==> config.mk <==
export PLATFORM = sky130hd
export DESIGN_NAME = fp_stream_accumulator
export DESIGN_NICKNAME = d
export VERILOG_FILES = /design/src/rtl/fp_stream_accumulator_pkg.sv /design/src/rtl/fp_stream_accumulator_fp_adder.sv /design/src/rtl/fp_stream_accumulator.sv
export SDC_FILE = /design/constraint.sdc
export NUM_CORES = 1
export LEC_CHECK = 0
export ABC_AREA = 0
export CAP_MARGIN = 0
export CELL_PAD_IN_SITES_DETAIL_PLACEMENT = 0
export CELL_PAD_IN_SITES_GLOBAL_PLACEMENT = 2
export CORE_UTILIZATION = 37
export CTS_CLUSTER_DIAMETER = 60
export CTS_CLUSTER_SIZE = 12
export DETAILED_ROUTE_END_ITERATION = 12
export PLACE_DENSITY = 0.82
export REMOVE_ABC_BUFFERS = 1
export SYNTH_ARGS = -nofsm -noshare
export SYNTH_HDL_FRONTEND = slang
export SYNTH_SLANG_ARGS = --single-unit
==> constraint.sdc <==
create_clock -name clk -period 108.3 [get_ports clk]
set_input_delay 21.66 -clock clk [delete_from_list [all_inputs] [get_ports clk]]
set_output_delay 21.66 -clock clk [all_outputs]
set_load 0.1 [all_outputs]
==> src/rtl/fp_stream_accumulator_pkg.sv <==
// Shared single-precision constants, FSM encodings and field helpers used by
// the stream accumulator and its adder.
package fp_stream_accumulator_pkg;

  localparam logic [7:0]  FP_EXP_MAX  = 8'hFF;
  localparam logic [31:0] FP_QNAN     = 32'h7FC0_0000;
  localparam logic [31:0] FP_POS_ZERO = 32'h0000_0000;

  typedef enum logic [1:0] {
    S_IDLE  = 2'd0,
    S_ACCUM = 2'd1,
    S_DONE  = 2'd2
  } state_e;

  function automatic logic fp_sign(input logic [31:0] v);
    return v[31];
  endfunction

  function automatic logic [7:0] fp_exp(input logic [31:0] v);
    return v[30:23];
  endfunction

  function automatic logic [22:0] fp_mant(input logic [31:0] v);
    return v[22:0];
  endfunction

  function automatic logic fp_is_nan(input logic [31:0] v);
    return (fp_exp(v) == FP_EXP_MAX) && (fp_mant(v) != 23'd0);
  endfunction

  function automatic logic fp_is_inf(input logic [31:0] v);
    return (fp_exp(v) == FP_EXP_MAX) && (fp_mant(v) == 23'd0);
  endfunction

endpackage

==> src/rtl/fp_stream_accumulator_fp_adder.sv <==
// Combinational IEEE-754 single-precision adder, round-to-nearest-even,
// gradual underflow, any NaN result returned as the canonical quiet NaN.
module FP_adder
  import fp_stream_accumulator_pkg::*;
(
  input  logic [31:0] a,
  input  logic [31:0] b,
  output logic [31:0] out
);

  function automatic logic [31:0] fp_add(input logic [31:0] pa, input logic [31:0] pb);
    logic [31:0] x;
    logic [31:0] y;
    logic [7:0]  ex;
    logic [7:0]  ey;
    logic [7:0]  d;
    logic [26:0] mx;
    logic [26:0] my;
    logic [27:0] s;
    logic [9:0]  e;
    logic        stk;
    logic        up;
    logic [24:0] r;
    if (fp_is_nan(pa) || fp_is_nan(pb)) return FP_QNAN;
    if (fp_is_inf(pa)) begin
      if (fp_is_inf(pb) && (fp_sign(pa) != fp_sign(pb))) return FP_QNAN;
      return pa;
    end
    if (fp_is_inf(pb)) return pb;
    // Order by magnitude so the alignment shift is always non-negative
    if (pa[30:0] >= pb[30:0]) begin
      x = pa;
      y = pb;
    end else begin
      x = pb;
      y = pa;
    end
    ex = (fp_exp(x) == 8'd0) ? 8'd1 : fp_exp(x);
    ey = (fp_exp(y) == 8'd0) ? 8'd1 : fp_exp(y);
    mx = {|fp_exp(x), fp_mant(x), 3'b000};
    my = {|fp_exp(y), fp_mant(y), 3'b000};
    d  = ex - ey;
    if (d >= 8'd27) begin
      stk = |my;
      my  = {26'd0, stk};
    end else begin
      stk = |(my & ((27'd1 << d) - 27'd1));
      my  = (my >> d) | {26'd0, stk};
    end
    e = {2'b00, ex};
    if (fp_sign(x) == fp_sign(y)) s = {1'b0, mx} + {1'b0, my};
    else                          s = {1'b0, mx} - {1'b0, my};
    if (s == 28'd0) return FP_POS_ZERO;
    if (s[27]) begin
      s = {1'b0, s[27:2], s[1] | s[0]};
      e = e + 10'd1;
    end else begin
      for (int i = 0; i < 26; i++) begin
        if (!s[26] && (e > 10'd1)) begin
          s = s << 1;
          e = e - 10'd1;
        end
      end
    end
    up = s[2] & (s[1] | s[0] | s[3]);
    r  = {1'b0, s[26:3]} + {24'd0, up};
    if (r[24]) begin
      r = r >> 1;
      e = e + 10'd1;
    end
    if (!r[23]) e = 10'd0;
    if (e >= 10'd255) return {fp_sign(x), FP_EXP_MAX, 23'd0};
    return {fp_sign(x), e[7:0], r[22:0]};
  endfunction

  assign out = fp_add(a, b);

endmodule

==> src/rtl/fp_stream_accumulator.sv <==
// Streams len single-precision samples through a combinational adder into a
// running sum, with valid/ready on both sides and sticky inf/NaN status.
module fp_stream_accumulator
  import fp_stream_accumulator_pkg::*;
#(
  parameter int CNT_W = 8
) (
  input  logic             clk,
  input  logic             rst,
  input  logic             start,
  input  logic [CNT_W-1:0] len,
  input  logic             in_valid,
  output logic             in_ready,
  input  logic [31:0]      in_data,
  output logic             sum_valid,
  input  logic             sum_ready,
  output logic [31:0]      sum_data,
  output logic             busy,
  output logic             inf_flag,
  output logic             nan_flag
);

  state_e             state_q, state_d;
  logic [31:0]        acc_q, acc_d;
  logic [CNT_W-1:0]   cnt_q, cnt_d;
  logic               first_q, first_d;
  logic               inf_q, inf_d;
  logic               nan_q, nan_d;
  logic [31:0]        add_out;
  logic [31:0]        new_val;
  logic               accept;

  FP_adder u_adder (
    .a   (acc_q),
    .b   (in_data),
    .out (add_out)
  );

  assign accept  = (state_q == S_ACCUM) && in_valid;
  // The first sample bypasses the adder so it never sees a zero seed
  assign new_val = first_q ? in_data : add_out;

  always_ff @(posedge clk) begin
    if (rst) begin
      state_q <= S_IDLE;
      acc_q   <= FP_POS_ZERO;
      cnt_q   <= '0;
      first_q <= 1'b0;
      inf_q   <= 1'b0;
      nan_q   <= 1'b0;
    end else begin
      state_q <= state_d;
      acc_q   <= acc_d;
      cnt_q   <= cnt_d;
      first_q <= first_d;
      inf_q   <= inf_d;
      nan_q   <= nan_d;
    end
  end

  always_comb begin
    state_d = state_q;
    case (state_q)
      S_IDLE:  if (start) state_d = (len != '0) ? S_ACCUM : S_DONE;
      S_ACCUM: if (accept && (cnt_q == {{(CNT_W-1){1'b0}}, 1'b1})) state_d = S_DONE;
      S_DONE:  if (sum_ready) state_d = S_IDLE;
      default: state_d = S_IDLE;
    endcase
  end

  always_comb begin
    acc_d   = acc_q;
    cnt_d   = cnt_q;
    first_d = first_q;
    inf_d   = inf_q;
    nan_d   = nan_q;
    if ((state_q == S_IDLE) && start) begin
      inf_d = 1'b0;
      nan_d = 1'b0;
      if (len != '0) begin
        cnt_d   = len;
        first_d = 1'b1;
      end else begin
        acc_d = FP_POS_ZERO;
      end
    end else if (accept) begin
      cnt_d   = cnt_q - {{(CNT_W-1){1'b0}}, 1'b1};
      first_d = 1'b0;
      if (nan_q || fp_is_nan(in_data) || fp_is_nan(new_val)) begin
        nan_d = 1'b1;
        acc_d = FP_QNAN;
      end else begin
        acc_d = new_val;
        if (fp_is_inf(new_val)) inf_d = 1'b1;
      end
    end
  end

  always_comb begin
    in_ready  = (state_q == S_ACCUM);
    sum_valid = (state_q == S_DONE);
    busy      = (state_q == S_ACCUM) || (state_q == S_DONE);
    sum_data  = acc_q;
    inf_flag  = inf_q;
    nan_flag  = nan_q;
  end

endmodule

; Yosys cells after proc, flatten, opt, wreduce, memory -nomap -nowiden
; Cells that the tools add are included.
[totals]
output_inout_bits = 37
elab_cells = 566
ff_bits = 45
[op_classes]
n_reduce_logical = 88
mux = 387
shifts = 2
n_eq_ne = 13
n_addsub = 34
magnitude_cmp = 29
bitwise = 7
[op_table]
columns = operator, count
row1 = $mux 27, 160
row2 = $mux 10, 162
row3 = $mux 32, 25
row4 = $gt 10x1->1 const B, 25
row5 = $sub 10x1->10 const B, 25
row6 = $mux 24, 5
row7 = $mux 28, 4
row8 = $logic_not 23->1, 3
row9 = $reduce_bool 23->1, 3
row10 = $mux 8, 5
row11 = $logic_and 1x1->1, 36
row12 = $ge 31x31->1, 1
row13 = $reduce_or 31->1, 1
row14 = $add 27x27->28, 1
row15 = $logic_not 28->1, 1
row16 = $sub 27x27->28, 1
row17 = $and 27x27->27, 1
row18 = $or 27x1->27, 1
row19 = $reduce_or 27->1, 1
row20 = $shl 1x8->27 const A, 1
row21 = $shr 27x8->27, 1
row22 = $sub 27x1->27 const B, 1
row23 = $logic_not 1->1, 26
row24 = $add 24x1->25, 1
row25 = 31 further kinds, 69

; Depth between registers and ports, before layout
[depth]
ltp_word = 268
depth_mapped = 336
mapped_depth_nobuf = 245

; Hierarchy
; From an unflattened synthesis, not the netlist that was laid out.
[hier_totals]
hier_cells = 5226
hier_area_um2 = 34294.1
[by_module_without_submodules]
columns = mod, area_each_um2, cells_per_inst, seq_area_each_um2, n_inst
row1 = FP_adder, 31814.3, 4948, 0.0, 1
row2 = fp_stream_accumulator, 2479.9, 278, 900.9, 1

; Least setup slack after synthesis
; No wires, ideal clock.
[synth_path]
kind = input to register
start = in in_data[21]
end = reg acc_q[18], in the netlist sum_data[18]
arrival_ps = 89346
setup_slack_ps = 18891
setup_time_ps = 63
required_ps = 108237
path_stages = 320
cell_sequence = inv_1 > ha_1 > and4_1 > nor4bb_1 > a41oi_1 > o211a_1 > clkbuf_1 > clkbuf_1 > nand2_1 > clkbuf_1 > buf_1 > clkbuf_1 > a21oi_1 > o21ai_1 > inv_1 > ha_1 > fa_1 > nor2b_1 > (+284 left out) > o221a_2 > nand2_1 > inv_1 > ha_1 > nand2_1 > a311o_1 > or4b_1 > or4_1 > buf_4 > nor4_4 > xor2_1 > a31oi_1 > o21a_1 > a22o_1 > a2111o_1 > a21oi_2 > buf_4 > a22o_1
[synth_between]
elab_chain_cells = 262
elab_cells_between_ends = 513
classes_between = add/sub (33) / order compare (29) / eq/ne (2) / shift (2) / mux (372) / bitwise (6) / reduce/logical (69)
[synth_rtl]
columns = item, line_no
row1 = start: declaration, fp_stream_accumulator.sv:14  ; input logic [31:0] in_data,
row2 = $ge 31x31->1, fp_stream_accumulator_fp_adder.sv:31  ; if (pa[30:0] >= pb[30:0]) begin
row3 = $mux 32 (2 in series), fp_stream_accumulator_fp_adder.sv:31
row4 = $mux 32, fp_stream_accumulator_fp_adder.sv:29  ; if (fp_is_inf(pb)) return pb;
row5 = $mux 32, fp_stream_accumulator_fp_adder.sv:25  ; if (fp_is_inf(pa)) begin
row6 = $logic_not 8->1 (on tied branches), "fp_stream_accumulator_fp_adder.sv:38, fp_stream_accumulator_fp_adder.sv:39"
row7 = $mux 8 (on tied branches), "fp_stream_accumulator_fp_adder.sv:38, fp_stream_accumulator_fp_adder.sv:39"
row8 = $sub 8x8->8, fp_stream_accumulator_fp_adder.sv:42  ; d = ex - ey;
row9 = $shl 1x8->27, fp_stream_accumulator_fp_adder.sv:47  ; stk = |(my & ((27'd1 << d) - 27'd1));
row10 = (+245 left out), -
row11 = $mux 32, fp_stream_accumulator_fp_adder.sv:25
row12 = $mux 32, fp_stream_accumulator.sv:41  ; assign new_val = first_q ? in_data : add_out;
row13 = $reduce_bool 23->1 or $eq 8x8->1 (tied branches), fp_stream_accumulator_pkg.sv:28  ; return (fp_exp(v) == FP_EXP_MAX) && (fp_mant(v) != 23'd0);
row14 = $logic_and 1x1->1, fp_stream_accumulator_pkg.sv:28
row15 = $logic_or 1x1->1, fp_stream_accumulator.sv:89  ; if (nan_q || fp_is_nan(in_data) || fp_is_nan(new_val)) begin
row16 = $mux 32 (*), fp_stream_accumulator.sv:89
row17 = $mux 32 (*), fp_stream_accumulator.sv:86  ; end else if (accept) begin
row18 = $mux 32 (*), fp_stream_accumulator.sv:77  ; if ((state_q == S_IDLE) && start) begin
row19 = end signal: assignment, fp_stream_accumulator.sv:46  ; acc_q <= FP_POS_ZERO;
row20 = end signal: assignment, fp_stream_accumulator.sv:53  ; acc_q <= acc_d;
row21 = end: declaration, fp_stream_accumulator.sv:24  ; logic [31:0] acc_q, acc_d;
; Every way passes the cells marked *; elsewhere a longest branch is shown, timed or not. The select of a mux whose other input is x is not followed.
; A chain may end at the register's enable or synchronous reset.

; Final worst setup path
[layout_path]
start = in in_data[16]
end = reg acc_q[20], in the netlist sum_data[20]
; The elaborated chain is that of the path after synthesis.

==> impl_results.md <==
- Warnings, synthesis: 0
- Crit path top cell by count: ha_1
- Switching power: about 0.59 mW
- Clk slew on worst S/H paths: ~70 ps
- CP Buf/Inv Count: 36
- Die height: around 300 um
- Final Max Tran Viols: 0
- Nets@finish: 5,258
- Adder-cell share of the synthesized area: between 5 and 6%
- Pre-CTS WS: approximately 20,000 ps
- Clock share of power: about 2%
- Register cell area after layout: approximately 900 um^2
- Worst Hold Depth: 1
- Gr ovfl total: 0
- Clock latency on the worst-skew pair: 310 ps
- Routed WL: between 100,000 and 150,000 um
- Flops & latches, synth: 45
- Fin worst setup slack: around 19,000 ps
- Top-area cell type share of the netlist area: ~7.3%
- Cell taking the most area after synthesis: mux2i_1
- Kind of critical path: primary input to register
- Slew Limit Headroom: between 15 and 20%
- Post-CTS Hold Buffers: 0
- Core box area: 0.08851 mm^2
- Post-synthesis sequential area ratio: 2.725%
- Final ANT Viol Nets: 0
- Final min period: approximately 89,000 ps
- CP Max Fanout: 46
- Switching share of power: between 60% and 70%
- Complex-gate fraction of the synthesized area: roughly two fifths
- Drt wl/cell: roughly 21 um
- CP Data Arrival Time: approximately 89,000 ps
- Initial Utilization: between 30% and 40%
- Max VDD drop: roughly 0.012 mV
- Worst hold slack: ~500 ps
- Commonest cells after routing, fill and taps aside: 624 x nand2_1, 619 x nor2_1, 472 x a21oi_1
- CP Launch Type: primary input
- LEAKAGE: roughly 13 nW
- Layout cells sized above 1: under 10%
- PortBufs: 81
- DP Wirelength: around 110,000 um
- H-tree depth: 2
- Max incr delay on CP: 970 ps
- Setup TNS: 0 ps
- Root buf cell: clkbuf_16
- Commonest non-fill, non-tap cell in the layout: nand2_1
- Synth Area in XOR/XNOR: between 4 and 5%
- Endpoints failing setup: 0
- Power density cells: around 26 mW/mm^2
- Placed cell area: approximately 0.035 mm^2
- Sequential share of power: under 10%
- Synth-to-layout area growth: 5.767%
- Largest net degree at the start of global routing: 58
- I/O pin total: a little over 80
- Final Skew: 9.305 ps
- Clk buf depth: 2
- Post-Syn Area: between 0.03 and 0.04 mm^2
- CTS Buf Count: 5
- Multiplexer share of the synthesized area: between 10% and 20%
- CTS tree: yes
- GPL Wtd Cong: between 0.9 and 1
- Post-Synth Simple-Gate Area: between 30% and 40%
- First-pass GRT wire length: 209,300 um
- Hold Crit Class: register to register
- Fill cells: 9,676
- Cts repair resizes: 0
- Final Cell Area: 0.03497 mm^2
- DR pass1 iterations: 6
- DR iter-0 viols: roughly 4,000
- Worst setup EP type: register
- Comb power frac: between 90% and 100%
- Synth top area cells: mux2i_1 7.3%, a21oi_1 7.2%, nand2_1 7.1%
- DIE AREA: between 0.09 and 0.1 mm^2
- Worst slew pin tran: approximately 1200 ps
- Rows: 109
- Period utilization: between 80% and 90%
- Top delay family on crit path: simple AND/OR/NAND/NOR gates
- Initial antenna violation count: 0
- Post-synth EDFFs: 0
- Post-synthesis cell type count: between 100 and 150
- Main combinational cell family by area after synthesis: compound AO/OA/AOI/OAI gates
- Syn Area/Cell: 6.352 um^2
- Total Routing Usage GR: between 20 and 30%
- Vias/cell: approximately 6.3
- Chip width: roughly 300 um
- Critical Path Stages: 239
- DRC viols: 0
- Peak Freq: 11.25 MHz
- Worst Reg2Reg Path Length in Cells: 236
- Internal Power: roughly 0.32 mW
- Most common flop cell mapped by yosys: dfxtp_1
- Final Hold Vio Count: 0
- Slowest-stage cell, CP: a21oi_2
- Post-synth ARST share: 0%
- Vias: 39,550
- Max Cap Violations: 0
- Clock Sink Count: between 40 and 50
- Status: completed
- RSZ-0062 raised after global routing: no
- Area of the multi-input gates: ~0.030 mm^2
- Vias in the first global route: around 36,000
- Critical Path RT: 108,550 ps
- Synth Instances: 5,205
- Post-CTS Setup Bufs: 0
per-layer routing:
metal  up-vias  routed length, um  GRT usage [%]
met1     18640              64570          41.43
met4         0               3260          6.466
met3       189               8069          2.100
met2      1424              57680          44.12
met5         -                  0              0
li1      19300                  -              -
metrics by stage:
stage | std cells | utilization [%] | power (mW)
6_report | 6229 | 39.51 | 0.9079
5_1_grt | 6228 | 39.51 | 0.9979
4_1_cts | 6228 | 39.51 | 0.8933
3_5_place_dp | 6221 | 39.33 | 0.8702
3_3_place_gp | 6221 | 39.33 | 0.8748
2_1_floorplan | 4900 | - | 0.6455
cell type report:
type / instances / area share, %
Multi-Input combinational cell: 4665 / 86.82
Tap cell: 1165 / 4.168
Timing Repair Buffer: 156 / 3.928
Sequential cell: 45 / 2.576
Inverter: 190 / 2.039
Clock buffer: 5 / 0.3578
Clock inverter: 2 / 0.1002
Antenna cell: 1 / 0.007156
kinds of logic after synthesis:
| logic type | count (synthesis) |
|---|---|
| compound gates | 1915 |
| fa+ha+maj | 150 |
| simple gates | 2097 |
| xor+xnor | 170 |
| mux | 333 |
| flops | 45 |
| buf+inv | 495 |
path summary, 6_finish.rpt:
path | startpoint | endpoint | slack (ps)
max | in_data[16] | sum_data[20] | 19400
min reg2reg | inf_flag | inf_flag | 500
min | inf_flag | inf_flag | 500
max reg2reg | sum_data[22] | sum_data[20] | 40950
synthesized netlist by cell type (42+ instances only):
master      n
nand2b_1   57
a211oi_1   75
a21oi_1   478
nor3_1    140
and2_1     66
inv_1     185
nand4_1    62
a21o_1     73
nor4_1     59
buf_2      42
xnor2_1   118
or3_1      64
mux2i_1   242
and3_1     49
ha_1      148
o21ai_1    60
dfxtp_1    45
o211ai_1   83
nand2_1   625
mux2_2     77
xor2_1     46
a31oi_1    70
nor2_1    624
o21a_1     62
nand3_1   133
o21ai_0   391
clkbuf_1  213
flip-flops by register name, indices dropped and copies added (netlist names):
signal,cells
state_q,2
sum_data,32
cnt_q,8
inf_flag,1
nan_flag,1
first_q,1
power by group through the flow:
| stage | Combinational (mW) | Sequential [mW] | Clock, mW |
|---|---|---|---|
| 4_1_cts | 0.853 | 0.0220 | 0.0183 |
| 3_3_place_gp | 0.852 | 0.0224 | 0 |
| 6_report | 0.868 | 0.0221 | 0.0182 |
| 5_1_grt | 0.957 | 0.0223 | 0.0188 |
| 2_1_floorplan | 0.618 | 0.0270 | 0 |
| 3_5_place_dp | 0.848 | 0.0223 | 0 |
(Power assumes the default switching activity.)
==> RTL change (same flow settings) <==
The parameter `CNT_W` goes from 8 to 6.
--- a/src/rtl/fp_stream_accumulator.sv
+++ b/src/rtl/fp_stream_accumulator.sv
@@ -5,3 +5,3 @@
 #(
-  parameter int CNT_W = 8
+  parameter int CNT_W = 6
 ) (
Interface: changed (resized len); port bits go from 82 to 80. The function was not compared with the original's and may differ.
==> RTL change against the original RTL <==
  * Setup slack improved by 0.48 ns
  * Maximum frequency up 0.54%
  * Power decreased by 20%
  * Sequential cell count shrank 2
  * Cell area rose by 0.93%
  * Combinational power fell by 21%
  * Via count rose by 2.3%
  * Area after synthesis is 0.46% higher
  * Global-route usage grew 0.71 points
  * Routed wire length up 2.8%
  * Largest power group unchanged
==> RTL change: results (changes against the original RTL) <==
Slowest-stage cell, CP nor2_2; Fillers 9685 (+0.093%); post-synthesis sequential area ratio 2.59% (-0.13 points); Slew HR 15.3% (-2.6 points); Non-clock buffers 162 (+3.8%); Hold Path Depth 2 (+1); DR iter-0 viols 4046 (+1.2%); Total Routing Usage GR 28.9% (+0.71 points); CP peak stage delay 0.85 ns (-0.12 ns); status complete, no violations; metal3 WL 7820 um (-3.0%); Inverters, non-clock 186 (-2.1%); clk_buf instances 6 (+1); R2R depth 233 (-1.3%); clock-cell share of area 0.535% (+0.077 points); Pleak 13.5 nW (+1.8%); Placed Cells 6250 (+0.47%); Max FO, Critical Path 52 (+13%); layout cell share with drive strength beyond 1 7.81% (-0.066 points); Setup Skew 0.00647 ns (-0.00284 ns); drt via density 6.46 (+1.8%); post-DP HPWL 110000 um (+2.3%); comb_multi_in 4694 (+0.62%); buffering overhead 4.01% (+0.077 points); global-route wire length before repair 215000 um (+2.9%); antenna violations before repair 1 (+1); Worst EP arrival 88.57 ns (-0.57 ns); synthesized instance count 5214 (+0.17%); area of the multi-input gates 0.0307 mm2 (+1.0%); vias in the first global route 37048 (+3.0%); synth top area cells mux2i_1 (7.7%), nand2_1 (7.3%), nor2_1 (6.9%); largest net degree at the start of global routing 74 (+28%); drt wl/cell 22.0 um (+2.4%); Seq cells post-synth 43 (-4.4%); met1 wire length 63900 um (-1.1%); commonest cells in the netlist nand2_1 (642), nor2_1 (607), a21oi_1 (449), o21ai_0 (407), mux2i_1 (254); Seq. cell area 861 um2 (-4.4%); VDD IR max 0.0135 mV (+9.1%); vias 40451 (+2.3%)
## RTL change: critical path: cells and delay by family
family	cells	cell delay, ns
simple gates	83	22.26
compound gates	77	21.33
fa+ha+maj	29	9.81
buf+inv	32	8.55
xor+xnor	12	3.91
mux	2	0.75
## RTL change: final timing paths
kind	startpoint	to	slack (ns)
setup reg to reg	sum_data[29]	sum_data[2]	41.44
hold / removal	inf_flag	inf_flag	0.46
setup / recovery	in_data[30]	sum_data[2]	19.88
hold reg to reg	inf_flag	inf_flag	0.46
## RTL change: kinds of logic (layout without fill, tap and decap cells)
group,count (synthesis),after routing,synth area share (%)
AND/OR/NAND/NOR,2084,2084,30.1
AO/OA/AOI/OAI,1933,1933,39.9
buffers and inverters,477,356,5.66
multiplexers,354,354,11.3
XOR/XNOR,173,173,4.72
adder cells (fa/ha/maj),150,150,5.70
flip-flops,43,43,2.59
## RTL change: routing by layer
metal,track usage [%],vias to the layer above
met5,0,-
met3,2.29,226
li1,-,19521
met4,8.80,2
met2,46.5,1545
met1,40.6,19157
## RTL change: power groups by stage
stage	Combinational [W]	Sequential (W)	Clock [W]
final	0.000684	0.0000204	0.0000199
after global routing	0.000754	0.0000204	0.0000208
after CTS	0.000673	0.0000202	0.0000200
after global placement	0.000675	0.0000206	0
after detailed placement	0.000669	0.0000206	0
after floorplan	0.000484	0.0000251	0
## RTL change: per-stage QoR
step / total power [W] / area [um2] / setup slack, ns
final: 0.000725 / 35300 / 19.88
after global routing: 0.000795 / 35300 / 13.83
after CTS: 0.000713 / 35300 / 21.05
after detailed placement: 0.000690 / 35100 / 20.99
after global placement: 0.000695 / 35100 / 23.22
after floorplan: 0.000509 / 32000 / 9.60
